`config.mk`:
```
export PLATFORM = sky130hd
export DESIGN_NAME = regfile_mp
export DESIGN_NICKNAME = d
export VERILOG_FILES = /design/src/rtl/regfile_mp_pkg.sv /design/src/rtl/regfile_mp_bank.sv /design/src/rtl/regfile_mp.sv
export SDC_FILE = /design/constraint.sdc
export NUM_CORES = 1
export LEC_CHECK = 0
export CAP_MARGIN = 15
export CORE_MARGIN = 10
export CORE_UTILIZATION = 55
export CTS_CLUSTER_SIZE = 24
export DETAILED_ROUTE_END_ITERATION = 8
export PLACE_DENSITY = 0.73
export SLEW_MARGIN = 20
export SYNTH_ARGS = -nofsm -noshare
export SYNTH_HDL_FRONTEND = slang
export SYNTH_SLANG_ARGS = --single-unit
```
`constraint.sdc`:
```
create_clock -name clk -period 3.05 [get_ports clk]
set_input_delay 0.4575 -clock clk [delete_from_list [all_inputs] [get_ports clk]]
set_output_delay 0.4575 -clock clk [all_outputs]
set_load 0.005 [all_outputs]
```
`src/rtl/regfile_mp_pkg.sv`:
```
// Shared types and default sizes for the multi-port register file.
package regfile_mp_pkg;

  typedef enum logic {
    CLEAR = 1'b0,
    RUN   = 1'b1
  } state_e;

  localparam int XLEN_DEF  = 32;
  localparam int NREGS_DEF = 32;

endpackage

```
`src/rtl/regfile_mp_bank.sv`:
```
// One storage bank: single write port, one registered read port, r0 reads as zero.
// Same-cycle write-to-read forwarding is selected by REGFILE_MP_BYPASS_EN.
module regfile_mp_bank
  import regfile_mp_pkg::*;
#(
  parameter int XLEN  = XLEN_DEF,
  parameter int NREGS = NREGS_DEF,
  parameter int AW    = $clog2(NREGS)
) (
  input  logic            clk,
  input  logic            rst_n,
  input  logic            i_clear,
  input  logic            i_we,
  input  logic [AW-1:0]   i_wr_addr,
  input  logic [XLEN-1:0] i_wr_data,
  input  logic [AW-1:0]   i_rd_addr,
  output logic [XLEN-1:0] o_rd_data
);

  logic [XLEN-1:0] r_mem [NREGS];
  logic [XLEN-1:0] r_rd_data;
  logic [XLEN-1:0] w_rd_next;

  // Storage is never reset asynchronously; the clear sequence zeroes it.
  always_ff @(posedge clk) begin
    if (i_we && (i_wr_addr != '0)) begin
      r_mem[i_wr_addr] <= i_wr_data;
    end
  end

  always_comb begin
    w_rd_next = r_mem[i_rd_addr];
`ifdef REGFILE_MP_BYPASS_EN
    if (i_we && (i_wr_addr == i_rd_addr)) begin
      w_rd_next = i_wr_data;
    end
`endif
    if (i_clear || (i_rd_addr == '0)) begin
      w_rd_next = '0;
    end
  end

  always_ff @(posedge clk or negedge rst_n) begin
    if (!rst_n) begin
      r_rd_data <= '0;
    end else begin
      r_rd_data <= w_rd_next;
    end
  end

  assign o_rd_data = r_rd_data;

endmodule

```
`src/rtl/regfile_mp.sv`:
```
// Multi-read-port register file: NRD replicated banks plus a post-reset clear FSM.
// Optional write-first forwarding via macro REGFILE_MP_BYPASS_EN (default read-first).
module regfile_mp
  import regfile_mp_pkg::*;
#(
  parameter int XLEN  = XLEN_DEF,
  parameter int NREGS = NREGS_DEF,
  parameter int NRD   = 2,
  parameter int AW    = $clog2(NREGS)
) (
  input  logic              clk,
  input  logic              rst_n,
  input  logic              we,
  input  logic [AW-1:0]     wr_addr,
  input  logic [XLEN-1:0]   wr_data,
  input  logic [NRD*AW-1:0] rd_addr,
  output logic [NRD*XLEN-1:0] rd_data,
  output logic              init_busy,
  output state_e            o_dbg_state
);

  state_e          r_state;
  state_e          w_state_next;
  logic [AW-1:0]   r_cnt;
  logic [AW-1:0]   w_cnt_next;
  logic            w_clear;
  logic            w_bank_we;
  logic [AW-1:0]   w_bank_addr;
  logic [XLEN-1:0] w_bank_data;

  always_ff @(posedge clk or negedge rst_n) begin
    if (!rst_n) begin
      r_state <= CLEAR;
      r_cnt   <= '0;
    end else begin
      r_state <= w_state_next;
      r_cnt   <= w_cnt_next;
    end
  end

  // The counter stops once RUN is reached, so there is never a second pass.
  always_comb begin
    w_state_next = r_state;
    w_cnt_next   = r_cnt;
    case (r_state)
      CLEAR: begin
        w_cnt_next = r_cnt + 1'b1;
        if (r_cnt == AW'(NREGS - 1)) begin
          w_state_next = RUN;
        end
      end
      RUN: begin
        w_state_next = RUN;
      end
      default: begin
        w_state_next = CLEAR;
      end
    endcase
  end

  assign w_clear     = (r_state == CLEAR);
  assign init_busy   = w_clear;
  assign o_dbg_state = r_state;

  // During CLEAR the write port belongs to the counter and user writes are dropped.
  assign w_bank_we   = w_clear | (we & (wr_addr != '0));
  assign w_bank_addr = w_clear ? r_cnt : wr_addr;
  assign w_bank_data = w_clear ? '0 : wr_data;

  for (genvar p = 0; p < NRD; p++) begin : g_bank
    regfile_mp_bank #(
      .XLEN  (XLEN),
      .NREGS (NREGS),
      .AW    (AW)
    ) u_bank (
      .clk       (clk),
      .rst_n     (rst_n),
      .i_clear   (w_clear),
      .i_we      (w_bank_we),
      .i_wr_addr (w_bank_addr),
      .i_wr_data (w_bank_data),
      .i_rd_addr (rd_addr[p*AW +: AW]),
      .o_rd_data (rd_data[p*XLEN +: XLEN])
    );
  end

endmodule

```
# Word-level counts from Yosys, hierarchy flattened
# Memory sizes are Yosys's and may differ from the RTL's.
# Index checks and enable logic that the tools add are counted.
[totals] regBits=70 ram_bits=2048 in_bits=50 output_inout_bits=66 elab_cells=26 mem_count=2
[classes] addsub=1 n_eq_ne=1 n_mux=8 bitwise_logic=3 reduce_logical=7
[mem_list] name="g_bank[0].u_bank.r_mem" depth=32 word_bits=32 read_ports=1 rd_ports_with_merged_regs=0 wr=1 line_no="regfile_mp_bank.sv:20" source="logic [XLEN-1:0] r_mem [NREGS];"
[mem_list] name="g_bank[1].u_bank.r_mem" depth=32 word_bits=32 read_ports=1 rd_ports_with_merged_regs=0 wr=1 line_no="regfile_mp_bank.sv:20"
[ops] cell="32-bit 2-to-1 mux" n=3
[ops] cell="5-bit zero test" n=2
[ops] cell="5-bit nonzero test" n=2
[ops] cell="5-bit by 1-bit adder with 5-bit output (second input constant)" n=1
[ops] cell="5-bit == test (second input constant)" n=1
[ops] cell="5-bit 2-to-1 mux" n=1
[ops] cell="1-bit 2-to-1 mux" n=3
[ops] cell="1-bit logical OR" n=2
[ops] cell="1-bit one-hot mux with 2 select lines" n=1
[ops] cell="1-bit AND" n=1
[ops] cell="1-bit logical AND" n=1
[ops] cell="1-bit NOT" n=1
[ops] cell="1-bit bitwise OR" n=1

# Longest topological paths before layout
# Gate-level depths: netlist of the first run.
[depth] depth_word=6 ltp_mapped=8

# Cells and area by module
# Synthesis of the first run repeated with hierarchy kept, for this count alone.
[unflattened] cells_unflattened=3925 area_unflattened_um2=81569.5
[modules_own_cells] module="regfile_mp_bank" n_inst=2 cells_each=1931 area_per_inst_um2=40490.1 seq_area_each_um2=31550.3
[modules_own_cells] module="regfile_mp" n_inst=1 cells_each=63 area_per_inst_um2=589.3 seq_area_each_um2=150.1

# Worst setup path before layout of the first run
# No wires, ideal clock.
[synth_path] path_kind="reg2reg" from="register r_state (netlist: o_dbg_state)" to="memory g_bank[1].u_bank.r_mem[16][0] in the netlist's numbering, enable pin" arrival_time_ps=2703 required_ps=2629 path_slack_ps=-74 path_stages_with_launch=6 path_buffers=2 synth_period_minus_slack_ps=3124 cell_sequence="dfrtp_1 > clkbuf_1 > buf_1 > o211ai_1 > o21ai_1 > nor2_1"
[synth_between] elab_chain_cells=5 word_cells_on_any_way=7
[synth_lines] item="start: declaration" line_no="regfile_mp.sv:22" source="state_e r_state;"
[synth_lines] item="start signal: assignment" line_no="regfile_mp.sv:36" source="r_state <= w_state_next;"
[synth_lines] item="5-bit 2-to-1 mux / 1-bit NOT (equally long branches)"
[synth_lines] item="5-bit nonzero test / 1-bit bitwise OR (equally long branches)" line_no="regfile_mp_bank.sv:26, regfile_mp.sv:66"
[synth_lines] item="1-bit logical AND" line_no="regfile_mp_bank.sv:26" source="if (i_we && (i_wr_addr != '0)) begin"
[synth_lines] item="1-bit 2-to-1 mux" line_no="regfile_mp_bank.sv:26"
[synth_lines] item="1-bit 2-to-1 mux (not written as such)" line_no="regfile_mp_bank.sv:27" source="r_mem[i_wr_addr] <= i_wr_data;"
[synth_lines] item="end: declaration" line_no="regfile_mp_bank.sv:20"
# Parallel ways exist; a longest one is shown, timed or not.

# Worst setup path in the final report of the first run
[layout_path] from="register r_state (netlist: o_dbg_state)" to="memory g_bank[1].u_bank.r_mem[11][11] in the netlist's numbering, enable pin"
# Same word-level chain as after synthesis.

==> results of run 1 <==
[metal layers]
| metal | track usage | wire length [um] |
|---|---|---|
| met1 | 0.389 | 54600 |
| met3 | 0.0642 | 17200 |
| met4 | 0.125 | 6980 |
| met5 | 0 | 0 |
| met2 | 0.459 | 70800 |
[cell type report]
type,instances,area [um^2]
Clock buffer,154,3100
Fill cell,5917,32100
Tap cell,1176,1470
Timing Repair Buffer,316,3480
Sequential cell,1094,32500
Multi-Input combinational cell,1351,16600
Antenna cell,3,7.51
Inverter,4,15.0
Clock inverter,55,582
[synth_stat cells (38+ instances only)]
cell type | count | share of area
clkbuf_1 | 89 | 0.0067
nand3_1 | 52 | 0.0052
mux2_2 | 53 | 0.012
edfxtp_1 | 1024 | 0.62
o221ai_1 | 87 | 0.015
nor2_1 | 38 | 0.0029
a21oi_1 | 51 | 0.0051
nand2_1 | 80 | 0.0060
mux4_2 | 380 | 0.17
buf_2 | 78 | 0.0079
dfrtp_1 | 70 | 0.035
mux2i_1 | 357 | 0.072
[power groups by stage]
stage	registers (mW)	clock network, mW	logic (mW)
floorplan	17.0	0	1.62
finish	16.7	13.7	2.90
detailed placement	17.0	0	2.86
global route	16.7	14.4	3.02
CTS	16.7	13.8	2.87
global placement	17.0	0	2.80
[layout by cell type, fill, tap and decap left out, types with 32 or more instances in the layout]
| master | n |
|---|---|
| o221ai_1 | 87 |
| mux2i_1 | 357 |
| dfrtp_1 | 69 |
| a21oi_1 | 50 |
| a211oi_1 | 32 |
| clkbuf_16 | 112 |
| edfxtp_1 | 1024 |
| buf_12 | 63 |
| nand2_1 | 80 |
| mux4_2 | 380 |
| and2_1 | 34 |
| clkdlybuf4s50_1 | 106 |
| conb_1 | 32 |
| buf_4 | 137 |
| a2bb2oi_1 | 32 |
| mux2_2 | 53 |
| nand3_1 | 51 |
[worst max-delay path: stages, from the launching register on]
cell and delay, ns:
dfrtp_2 0.49, buf_4 0.25, mux2i_1 0.46, nand2_1 0.35, nor2_4 0.20, buf_12 0.35
[path summary, 6_finish.rpt]
kind,cells past startpoint,to,from,slack [ns]
max in group asynchronous,3,r_cnt[4]$_DFFE_PN0N_,rst_n,1.84
hold / removal,3,g_bank[1].u_bank.o_rd_data[28]$_DFF_PN0_,rd_addr[8],0.28
setup reg to reg,5,g_bank[1].u_bank.r_mem[11][11]$_DFFE_PP_,o_dbg_state$_DFF_PN0_,0.52
min in group asynchronous,2,g_bank[1].u_bank.o_rd_data[3]$_DFF_PN0_,rst_n,0.45
hold reg to reg,1,r_cnt[3]$_DFFE_PN0N_,r_cnt[3]$_DFFE_PN0N_,0.58
setup / recovery,5,g_bank[1].u_bank.r_mem[11][11]$_DFFE_PP_,o_dbg_state$_DFF_PN0_,0.52
[logic make-up after synthesis]
group                    Yosys count  synth area share
buffers and inverters            210            0.0206
AND/OR/NAND/NOR                  239            0.0230
flip-flops                      1094             0.654
multiplexers                     790             0.256
adder cells (fa/ha/maj)            2          0.000503
other                              1         0.0000755
XOR/XNOR                           3          0.000529
AO/OA/AOI/OAI                    285            0.0452
[stage by stage]
stage | std cells | area [um^2] | setup slack, ns
floorplan | 2655 | 49800 | -0.0742
global placement | 3939 | 54000 | 0.296
detailed placement | 3939 | 54000 | 0.319
CTS | 4149 | 57700 | 0.547
global route | 4150 | 57700 | 0.450
finish | 4153 | 57700 | 0.522
[registers in the layout, indices dropped and copies added (netlist names)]
signal / flops
o_dbg_state: 1
r_cnt: 5
g_bank.u_bank.o_rd_data: 64
g_bank.u_bank.r_mem: 1024
[repair_timing]
item                      CTS  global route
buffers inserted            0             0
hold endpoints to repair   54             0
hold buffers                1             0
==> results.py, run 1 <==
metrics = {
    "synthesis": {
        "yosysSeqAreaShare": 0.654,
        "syn-instance-count": 2624,
        "yosysUniqueCellTypes": 46,
        "synthFlopType": "edfxtp_1",
        "async_flop_share": 0.0640,
        "yosys_register_bits": 1094,
        "ys_warn_count": 0,
        "synth_edf_count": 1024,
        "syn-cell-area_um2": 49700,
        "syn-mean-instance-area_um2": 18.9,
    },
    "floorplan": {
        "io_pins": 116,
        "start_util": 0.553,
        "die_x_um": 321,
        "rows": 110,
        "coreArea_um2": 89900,
        "fp.dieArea_um2": 103000,
        "die_y_um": 321,
    },
    "finish": {
        "nNetsFinal": 2929,
        "post-route-util": 0.642,
        "area_growth_pct": 16.2,
        "drive_gt1_frac": 0.288,
    },
    "power": {
        "vdd_drop_max_uv": 504,
        "p_leak_nw": 19.4,
        "p_comb_frac": 0.087,
        "total_power_mw": 33.3,
        "internal_power_mw": 25.8,
        "swShare": 0.225,
        "clockPowerShare": 0.412,
        "seqPwrFrac": 0.501,
        "powerDensity_nw_per_um2": 577,
        "switching_power_mw": 7.50,
    },
    "worst_setup_path": {
        "cp.arrival_ns": 2.85,
        "cp-end-kind": "flip-flop",
        "critPathLaunchType": "flip-flop",
        "worst-setup-path-type": "reg -> reg",
        "worstPathRequired_ns": 3.38,
        "crit_fanout": 32,
    },
    "timing": {
        "whs_ns": 0.283,
        "drv_slew": 0,
        "fin_tns_setup_ns": 0,
        "max_clock_freq_mhz": 396,
        "period_share": 0.829,
        "worst_pin_slew_ns": 1.11,
        "grt_setup_unrepaired": "false",
        "hold_viol": 0,
        "slew_headroom": 0.255,
        "skew_ns": 0.0316,
        "setup_viol": 0,
        "min_period_ns": 2.53,
    },
    "global_routing": {
        "antenna_found_initial": 5,
        "grt_first_pass_wirelength_um": 216000,
        "first_global_vias": 30500,
        "grt_usage": 0.291,
        "gr-total-overflow": 0,
        "grt_max_degree": 64,
    },
    "cts": {
        "clk_latency_ns": 0.70,
        "cts_tree": "built",
        "clock-sinks": 1094,
        "ctsRootBufferMaster": "clkbuf_16",
        "cts_resized": 0,
        "htree_levels": 3,
        "cts_buffers": 110,
        "clkSlewWorstSetupHoldPaths_ns": 0.06,
        "clockBufferDepth": 3,
    },
    "placement": {
        "gp_congestion": 0.868,
        "dp_hpwl_um": 88100,
        "numPortBuffers": 115,
    },
    "route": {
        "drt_iter0_markers": 4119,
        "first_pass_iters": 6,
        "routed_wl_um": 150000,
        "drt-wirelength-per-cell_um": 36.0,
        "avgViaCountPerCell": 7.13,
        "ant_nets": 0,
        "drcViolationCount": 0,
        "route.vias.total": 29600,
    },
    "min_path": {
        "hold_path.class": "in -> reg",
    },
    "flow_run": {
        "cap_viol_max_count": 0,
    },
    "run_status": {
        "status": "completed",
    },
}
(Power assumes the default switching activity.)
==> inputs of run 2 (changes only) <==
==> constraint.sdc (replaced) <==
create_clock -name clk -period 2.3 [get_ports clk]
set_input_delay 0.345 -clock clk [delete_from_list [all_inputs] [get_ports clk]]
set_output_delay 0.345 -clock clk [all_outputs]
set_load 0.005 [all_outputs]
==> results.py, run 2 (synthesis results as in run 1) <==
metrics = {
    "cts": {
        "clk_latency_ns": 0.71,
        "cts_buffers": 111,
        "postCtsSetupBuffers": 0,
        "clock-sinks": 1094,
        "clkSlewWorstSetupHoldPaths_ns": 0.06,
        "cts_tree": "built",
        "htree_levels": 3,
        "ctsRootBufferMaster": "clkbuf_16",
        "clockBufferDepth": 3,
    },
    "timing": {
        "skew_ns": 0.0330,
        "setup_viol": 0,
        "grt_setup_unrepaired": "false",
        "whs_ns": 0.156,
        "fin_tns_setup_ns": 0,
        "min_period_ns": 2.25,
        "hold_viol": 0,
        "worst_pin_slew_ns": 1.26,
        "slew_headroom": 0.160,
        "period_share": 0.978,
        "max_clock_freq_mhz": 445,
        "drv_slew": 0,
    },
    "finish": {
        "layoutNonFillerInstCount": 4292,
        "antenna_cells": 0,
        "regMostFlops": "g_bank.u_bank.r_mem",
        "area_growth_pct": 20.2,
        "drive_gt1_frac": 0.325,
        "largest_register_ffs": 1024,
        "mostFrequentLayoutCell": "edfxtp_1",
        "nNetsFinal": 3070,
        "final_cell_mix": "edfxtp_1, mux4_2, mux2i_1",
        "post-route-util": 0.665,
    },
    "route": {
        "ant_nets": 0,
        "routed_wl_um": 154000,
        "avgViaCountPerCell": 7.07,
        "drt-wirelength-per-cell_um": 35.9,
        "drcViolationCount": 0,
        "drt_iter0_markers": 4395,
        "route.vias.total": 30400,
        "first_pass_iters": 5,
    },
    "floorplan": {
        "rows": 110,
        "coreArea_um2": 89900,
        "die_x_um": 321,
        "fp.dieArea_um2": 103000,
        "io_pins": 116,
        "die_y_um": 321,
        "start_util": 0.553,
    },
    "global_routing": {
        "gr-total-overflow": 0,
        "grt_first_pass_wirelength_um": 223000,
        "grt_usage": 0.300,
        "grt_max_degree": 49,
        "first_global_vias": 31400,
        "antenna_found_initial": 1,
    },
    "placement": {
        "dpl.cell_count": 4080,
        "numPortBuffers": 115,
        "gp_congestion": 0.919,
        "dp_hpwl_um": 102000,
    },
    "power": {
        "powerDensity_nw_per_um2": 770,
        "vdd_drop_max_uv": 782,
        "p_leak_nw": 20.4,
    },
    "flow_run": {
        "cap_viol_max_count": 0,
    },
    "worst_setup_path": {
        "worst-setup-path-type": "reg -> reg",
        "crit_fanout": 37,
        "cpMaxStageDelayCell": "dfrtp_2",
        "worstPathRequired_ns": 2.65,
        "slowest_delay_ns": 0.42,
        "cp-end-kind": "flip-flop",
        "cp.arrival_ns": 2.60,
        "crit_chain": "buf_12, mux2i_1, buf_4, nand2_1, buf_12, nor2_4, buf_4",
        "critPathLaunchType": "flip-flop",
    },
    "min_path": {
        "hold_path.class": "in -> reg",
    },
    "run_status": {
        "status": "completed",
    },
}
==> run 2: cell types whose count changed in the layout (fill, tap and decap cells not counted), sizes merged <==
cell / previous run / this run
inv: 7 / 8
clkinvlp: 4 / 7
diode: 3 / 0
clkbuf: 155 / 144
bufinv: 10 / 24
clkinv: 38 / 33
buf: 208 / 348
==> run 2: critical path: cells and delay by family, from the launching register on <==
| kind | cells | cell delay [ns] |
|---|---|---|
| buf+inv | 4 | 0.92 |
| flops | 1 | 0.42 |
| mux | 1 | 0.28 |
| simple gates | 2 | 0.26 |
==> run 2: path summary, 6_finish.rpt <==
kind / slack (ns) / startpoint / to / cells past startpoint
hold / removal: 0.16 / rd_addr[9] / g_bank[1].u_bank.o_rd_data[15]$_DFF_PN0_ / 3
setup reg to reg: 0.05 / o_dbg_state$_DFF_PN0_ / g_bank[1].u_bank.r_mem[10][6]$_DFFE_PP_ / 7
setup / recovery: 0.05 / o_dbg_state$_DFF_PN0_ / g_bank[1].u_bank.r_mem[10][6]$_DFFE_PP_ / 7
min in group asynchronous: 0.18 / rst_n / g_bank[0].u_bank.o_rd_data[20]$_DFF_PN0_ / 2
max in group asynchronous: 1.24 / rst_n / g_bank[1].u_bank.o_rd_data[5]$_DFF_PN0_ / 3
hold reg to reg: 0.58 / r_cnt[2]$_DFFE_PN0N_ / r_cnt[2]$_DFFE_PN0N_ / 1
==> run 2: routing by layer <==
layer	vias up	global-route usage	routed length (um)
met1	15700	0.401	55500
li1	11900	-	-
met5	-	0.00434	77
met3	431	0.0686	18800
met2	2307	0.468	72100
met4	4	0.138	7530
==> run 2: report_power, final <==
| group | internal, mW | total, mW | switching, mW |
|---|---|---|---|
| Combinational | 1.85 | 4.10 | 2.25 |
| Clock | 11.9 | 19.7 | 7.81 |
| Sequential | 22.0 | 22.1 | 0.152 |
==> run 2: metrics by stage <==
step / power, mW / area (um^2) / worst slack (ns)
after floorplan: 24.6 / 50100 / -0.246
after global placement: 26.5 / 55700 / -0.150
after detailed placement: 26.6 / 55700 / -0.157
after CTS: 46.1 / 59700 / 0.0111
after global routing: 47.1 / 59800 / 0.00963
final: 46.0 / 59800 / 0.0511
==> run 2: layout make-up <==
type                    instances  area [um^2]
fillers                      5737        30100
clock inverters                68         1030
inverters                       4         16.3
flip-flops and latches       1094        32500
well taps                    1176         1470
repair buffers                456         5150
multi-input cells            1351        16600
clock buffers                 143         3000
==> run 2: what timing repair did <==
item                       in CTS  in global routing
resized for setup               3                  2
setup endpoints to repair      49                 29
pin swaps                       0                  1
hold buffers                    1                  0
hold endpoints to repair       22                  0
